===== src/rtl/mult_pkg.sv =====
// Shared definitions for the sequential shift-and-add multiplier.
//   OPERAND_W : default operand width
//   PRODUCT_W : default product width (2 * OPERAND_W)
//   state_e   : multiplier control states
package mult_pkg;

  localparam int unsigned OPERAND_W = 32;
  localparam int unsigned PRODUCT_W = 2 * OPERAND_W;

  typedef enum logic [1:0] {
    IDLE,
    RUN,
    FINISH,
    DONE
  } state_e;

endpackage


===== src/rtl/twos_abs_neg.sv =====
// Conditional two's-complement negate.
// On the input side this yields a magnitude when neg_i is the operand sign bit.
// On the output side it applies the product sign.
//   din_i  : W-bit value
//   neg_i  : 1 = negate, 0 = pass through
//   dout_o : W-bit result (unsigned magnitude of -2^(W-1) is 2^(W-1))
module twos_abs_neg #(
  parameter int unsigned W = 32
) (
  input  logic [W-1:0] din_i,
  input  logic         neg_i,
  output logic [W-1:0] dout_o
);

  always_comb begin
    dout_o = neg_i ? (~din_i + W'(1)) : din_i;
  end

endmodule


===== src/rtl/seq_shift_add_multiplier.sv =====
// Iterative shift-and-add multiplier: one partial product per clock.
// The core takes WIDTH+2 cycles from start to the next acceptable start.
//   clk     : clock, rising edge
//   reset   : synchronous active-high reset
//   start   : multiply request, accepted in IDLE or DONE
//   a, b    : operands, sampled on the accepting edge only
//   busy    : high in RUN and FINISH
//   done    : one-cycle pulse, product valid from this cycle on
//   product : 2*WIDTH-bit result, held until the next done
module seq_shift_add_multiplier
  import mult_pkg::*;
#(
  parameter int unsigned WIDTH  = OPERAND_W,
  parameter bit          SIGNED = 1'b1
) (
  input  logic               clk,
  input  logic               reset,
  input  logic               start,
  input  logic [WIDTH-1:0]   a,
  input  logic [WIDTH-1:0]   b,
  output logic               busy,
  output logic               done,
  output logic [2*WIDTH-1:0] product
);

  localparam int unsigned PW    = 2 * WIDTH;
  // One extra bit so the terminal count value cannot wrap.
  localparam int unsigned CNT_W = $clog2(WIDTH) + 1;

  state_e             state_q, state_d;
  logic [WIDTH-1:0]   mag_a_q, mag_a_d;
  logic [WIDTH-1:0]   mag_b_q, mag_b_d;
  logic               neg_q, neg_d;
  logic [PW-1:0]      acc_q, acc_d;
  logic [CNT_W-1:0]   count_q, count_d;
  logic               done_q, done_d;
  logic [PW-1:0]      product_q, product_d;

  logic               sign_a, sign_b;
  logic [WIDTH-1:0]   abs_a, abs_b;
  logic [PW-1:0]      prod_signed;
  logic [PW-1:0]      addend;
  logic               load;

  // Unsigned mode passes operands through untouched.
  assign sign_a = SIGNED ? a[WIDTH-1] : 1'b0;
  assign sign_b = SIGNED ? b[WIDTH-1] : 1'b0;

  twos_abs_neg #(
    .W (WIDTH)
  ) u_abs_a (
    .din_i  (a),
    .neg_i  (sign_a),
    .dout_o (abs_a)
  );

  twos_abs_neg #(
    .W (WIDTH)
  ) u_abs_b (
    .din_i  (b),
    .neg_i  (sign_b),
    .dout_o (abs_b)
  );

  twos_abs_neg #(
    .W (PW)
  ) u_neg_prod (
    .din_i  (acc_q),
    .neg_i  (neg_q),
    .dout_o (prod_signed)
  );

  // Product of two WIDTH-bit magnitudes fits in PW bits, so no overflow.
  assign addend = {{WIDTH{1'b0}}, mag_a_q} << count_q;

  always_comb begin
    state_d   = state_q;
    mag_a_d   = mag_a_q;
    mag_b_d   = mag_b_q;
    neg_d     = neg_q;
    acc_d     = acc_q;
    count_d   = count_q;
    done_d    = 1'b0;
    product_d = product_q;
    load      = 1'b0;

    unique case (state_q)
      IDLE: begin
        load = start;
      end
      RUN: begin
        if (mag_b_q[0]) begin
          acc_d = acc_q + addend;
        end
        mag_b_d = mag_b_q >> 1;
        count_d = count_q + CNT_W'(1);
        if (count_q == CNT_W'(WIDTH - 1)) begin
          state_d = FINISH;
        end
      end
      FINISH: begin
        product_d = prod_signed;
        done_d    = 1'b1;
        state_d   = DONE;
      end
      DONE: begin
        // Back-to-back start is accepted here just like in IDLE.
        load    = start;
        state_d = IDLE;
      end
      default: begin
        state_d = IDLE;
      end
    endcase

    if (load) begin
      mag_a_d = abs_a;
      mag_b_d = abs_b;
      neg_d   = sign_a ^ sign_b;
      acc_d   = '0;
      count_d = '0;
      state_d = RUN;
    end
  end

  always_ff @(posedge clk) begin
    if (reset) begin
      state_q   <= IDLE;
      mag_a_q   <= '0;
      mag_b_q   <= '0;
      neg_q     <= 1'b0;
      acc_q     <= '0;
      count_q   <= '0;
      done_q    <= 1'b0;
      product_q <= '0;
    end else begin
      state_q   <= state_d;
      mag_a_q   <= mag_a_d;
      mag_b_q   <= mag_b_d;
      neg_q     <= neg_d;
      acc_q     <= acc_d;
      count_q   <= count_d;
      done_q    <= done_d;
      product_q <= product_d;
    end
  end

  assign busy    = (state_q == RUN) || (state_q == FINISH);
  assign done    = done_q;
  assign product = product_q;

endmodule

===== config.mk =====
export PLATFORM = sky130hd
export DESIGN_NAME = seq_shift_add_multiplier
export DESIGN_NICKNAME = d
export VERILOG_FILES = /design/src/rtl/mult_pkg.sv /design/src/rtl/twos_abs_neg.sv /design/src/rtl/seq_shift_add_multiplier.sv
export SDC_FILE = /design/constraint.sdc
export NUM_CORES = 1
export LEC_CHECK = 0
export BUFFER_PORTS_ARGS = -buffer_cell sky130_fd_sc_hd__buf_2
export CAP_MARGIN = 10
export CORE_MARGIN = 2
export CORE_UTILIZATION = 66
export CTS_BUF_LIST = sky130_fd_sc_hd__clkbuf_4 sky130_fd_sc_hd__clkbuf_8
export CTS_CLUSTER_SIZE = 40
export DETAILED_ROUTE_END_ITERATION = 6
export PLACE_DENSITY_LB_ADDON = 0.08
export SLEW_MARGIN = 20
export SYNTH_ARGS = -nofsm -noshare
export SYNTH_HDL_FRONTEND = slang
export SYNTH_SLANG_ARGS = --single-unit

===== constraint.sdc =====
create_clock -name clk -period 9.95 [get_ports clk]
set_input_delay 1.4925 -clock clk [delete_from_list [all_inputs] [get_ports clk]]
set_output_delay 1.4925 -clock clk [all_outputs]
set_load 0.05 [all_outputs]

==> results list <==
- Summed over all layers, the global routing overflow is 0.
* Clock-pin slew of the registers on the worst-case setup and hold paths: roughly 0.060 ns
- In this run, post-CTS hold repair placed 0 buffers.
- Cell-internal power: approximately 1.5 mW
- Number of maximum-capacitance constraint violations: 0
* Vert. Die Dim: between 150 and 200 um
* FF/Latch Area: 4050 um^2
* Count of non-filler cells in the finished layout: 2400
- In the detailed route, the total length drawn on met2 is about 19000 um.
- For this block, wires on met1 add up to approximately 19000 um.
- Wire length on met3: roughly 3600 um
- Setup repair after global routing missed its margin: false
* Post-detailed-route count of antenna-violating nets: 0
- Routability-driven placement finished with a final weighted congestion of roughly 1.0.
- For the final database, setup skew stands at between 0.015 and 0.02 ns.
* Overall routing resource usage: 33.7%
- Power density of the placed cells: around 120 nW/um^2
* Most numerous cell in the Yosys netlist: sky130_fd_sc_hd__nand2_1
* Share of the yosys chip area belonging to registers: approximately 26%
* Proportion of synthesized flip-flops having asynchronous set or reset: 0%
- In this run the deepest clock path goes through 3 buffers.
- In this run, the number of DRC markers left after iteration 0 of detailed routing was ~1400.
* Worst slew margin relative to its limit: 42.9%
* Number of instances in the synthesized netlist: slightly above 2000
- Warnings, synthesis: 0
- Maximum vdd drop: 0.000214 V
- Number of setup violations in the final report: 0
- For the finished layout, the period the worst path requires is about 5.8 ns.
- The netlist uses 70 different library cells.
- Clock share of power: between 40% and 50%
* Setup repair bufs after CTS: 0
- Via count of the first global-routing pass: around 14000
- Synthesis inferred roughly 200 register bits.
- Entering global routing, the biggest net connects 75 pins.
* Setup slack at placement: roughly 4.3 ns
- Total DRC errors in the routed layout: 0
- The min-delay analysis places its worst path in the category register to register.
- Leading cell types by total area after synthesis: sky130_fd_sc_hd__dfxtp_1 (26%), sky130_fd_sc_hd__a211oi_1 (6.4%), sky130_fd_sc_hd__xor2_1 (5.9%)
- Total negative setup slack: 0 ns
* Number of flops mapped to enable cells by yosys: 0
- Antenna cells: 0
- Top layer reached by signal wires: met4
* CP Max Fanout: 34
* Syn Nets: 2150
- In the final layout, the multi-input gates occupy 10900 um^2.
- The final layout contains about 2200 nets.
- The initialized floorplan defines 56 standard-cell rows.
- Wire length of the first global-routing pass: 68400 um
* Count of final hold-check violations: 0
- Kind of start point of the critical path: register
* Pre-antenna DRT Iters: 5
- Hold timing on the final database bottoms out at a slack of between 0.4 and 0.5 ns.
* Placed insts: 2337
- The filler cells instantiated in the layout total 1883.
- Leakage component of the power: between 6 and 7 nW
- Cells with a size suffix above 1 make up about 14% of the layout.
* Final WL: around 43000 um
- Core Area: between 20000 and 25000 um^2
- Achievable clock frequency: about 170 MHz
- Combined area of all synthesized cells: approximately 16000 um^2
* Cells resized by post-CTS repair: 0
- Syn Area/Cell: roughly 7.8 um^2
* Area delta synth->final: 8.90%
* Power spent charging and discharging nets: between 0.6 and 0.7 mW
- Buffers inserted during clock tree synthesis total 36.
* Fraction of synthesized cell area taken by the top area cell type: 25.8%
- Horizontal die dimension: around 160 um
* Total vias in the final route: 15100
* Combinational power share: between 10% and 20%
- The flow ran to the end, and the final reports show no timing, DRC or antenna violations.
* Endpoint required time on the critical path: a little over 10 ns
- Boundary Pins: 133
- Setup slack closes at about 4.2 ns.
- Worst setup path class: register to register
* Antenna violations before repair: 0
- Routed WL per cell: approximately 18 um
- Full die area: 24900 um^2
- Input and output buffers added on the ports amount to about 130.
* Most common library cells after synthesis: sky130_fd_sc_hd__nand2_1 (236), sky130_fd_sc_hd__nor2_1 (225), sky130_fd_sc_hd__dfxtp_1 (202)
* Slew at the pin closest to its max-slew limit: ~0.85 ns
* Detailed-placement wirelength estimate: about 32000 um
- The final critical path takes up between 50 and 60% of the cycle.
- For this run, the leading register cell type out of synthesis is sky130_fd_sc_hd__dfxtp_1.
- The biggest area contributor in the post-synthesis netlist is sky130_fd_sc_hd__dfxtp_1.
* Kind of end point of the critical path: register
- Net switching is about 29% of the power.
- CTS HTree Levels: 2
- The initial utilization of the core area, before any placement, comes to approximately two thirds.
- The count of pins over their slew limit is 0.
- TritonCTS built the clock tree.
- The later pin in the worst-skew pair is clocked with a latency of 0.53 ns.
- Worst Path Arrival: 6.17 ns
- Registers are responsible for about two fifths of the overall power.
- CTS placed an instance of sky130_fd_sc_hd__clkbuf_8 at the clock tree root.
* Number of clock sinks: 202
- Using the TritonRoute via totals, the vias-per-cell ratio works out to ~6.3.
## critical path, stage by stage, from the launching register on
cell and delay, ns:
sky130_fd_sc_hd__dfxtp_1 0.35, sky130_fd_sc_hd__buf_4 0.42, sky130_fd_sc_hd__mux4_2 0.60, sky130_fd_sc_hd__mux2_2 0.31, sky130_fd_sc_hd__o21ai_0 0.43, sky130_fd_sc_hd__mux2i_1 0.20, sky130_fd_sc_hd__and2_1 0.22, sky130_fd_sc_hd__ha_1 0.35
sky130_fd_sc_hd__a21oi_1 0.19, sky130_fd_sc_hd__o21ai_0 0.13, sky130_fd_sc_hd__a221oi_1 0.27, sky130_fd_sc_hd__o21ai_0 0.13, sky130_fd_sc_hd__a41oi_1 0.54, sky130_fd_sc_hd__o41ai_2 0.26, sky130_fd_sc_hd__a211oi_1 0.43, sky130_fd_sc_hd__nor2b_1 0.09
sky130_fd_sc_hd__o41ai_1 0.48, sky130_fd_sc_hd__o21a_1 0.17, sky130_fd_sc_hd__nor3_1 0.04
## metrics by stage
step / instance area, um^2 / total power [mW] / util, %
2_1_floorplan: 15600 / 1.16 / -
3_3_place_gp: 16200 / 1.24 / 69.4
3_5_place_dp: 16200 / 1.25 / 69.4
4_1_cts: 17000 / 2.09 / 72.8
5_1_grt: 17000 / 2.17 / 72.8
6_report: 17000 / 2.08 / 72.8
## placed cells by master, fill, tap and decap left out, drive strengths merged, types with 10 or more instances in the layout
cell,count
mux2i,84
mux2,16
xnor2,70
nor3,30
inv,27
and2,26
o31ai,37
o41ai,23
nor4,11
a21oi,149
or4,20
a211oi,134
and3,10
o21ai,139
clkbuf,55
xor2,106
or3,20
ha,71
dfxtp,202
nor2b,15
mux4,21
a31oi,10
nand2b,13
nor2,225
a21o,35
buf,146
nand4,24
o22ai,12
nand2,236
a22o,12
nand3,26
## power by group through the flow
stage	Sequential [mW]	Clock (mW)	Combinational (mW)
floorplan	0.869	0	0.286
global placement	0.877	0	0.368
detailed placement	0.878	0	0.376
CTS	0.861	0.846	0.380
global route	0.865	0.881	0.422
finish	0.862	0.831	0.386
## area by class of cell
| class | count | share of cell area [%] |
|---|---|---|
| multi-input combinational | 1644 | 64.3 |
| tap | 319 | 2.34 |
| clock inverter | 8 | 0.566 |
| clock buffer | 55 | 4.00 |
| sequential | 202 | 23.8 |
| timing repair buffer | 146 | 4.51 |
| inverter | 26 | 0.573 |
## registers in the layout, summed over array words and instances, names as in the netlist
name and count:
count_q 6, neg_q 1, mag_b_q 32, mag_a_q 32, done 1, product 64
state_q 2, acc_q 64
## metal layers
layer  global-route usage [%]  up-vias
met4                     12.7        0
met5                        0        -
met3                     6.30       95
li1                         -     7429
met2                     53.3      644
met1                     45.7     6959
## kinds of logic (layout without fill, tap and decap cells)
kind of cell	Yosys count	after routing	synth area share, %
compound gates	601	601	24.7
xor+xnor	176	176	9.85
fa+ha+maj	72	72	5.81
buf+inv	165	235	4.45
flops	202	202	25.8
mux	121	121	9.55
simple gates	674	674	19.8
## final timing paths
check                                start         end  slack, ns  cells after the start
worst max-delay path            count_q[0]   acc_q[63]       4.17                     18
worst min-delay path            product[8]  product[8]       0.48                      2
worst max register to register  count_q[0]   acc_q[63]       4.17                     18
worst min register to register  product[8]  product[8]       0.48                      2
(Power assumes the default switching activity.)
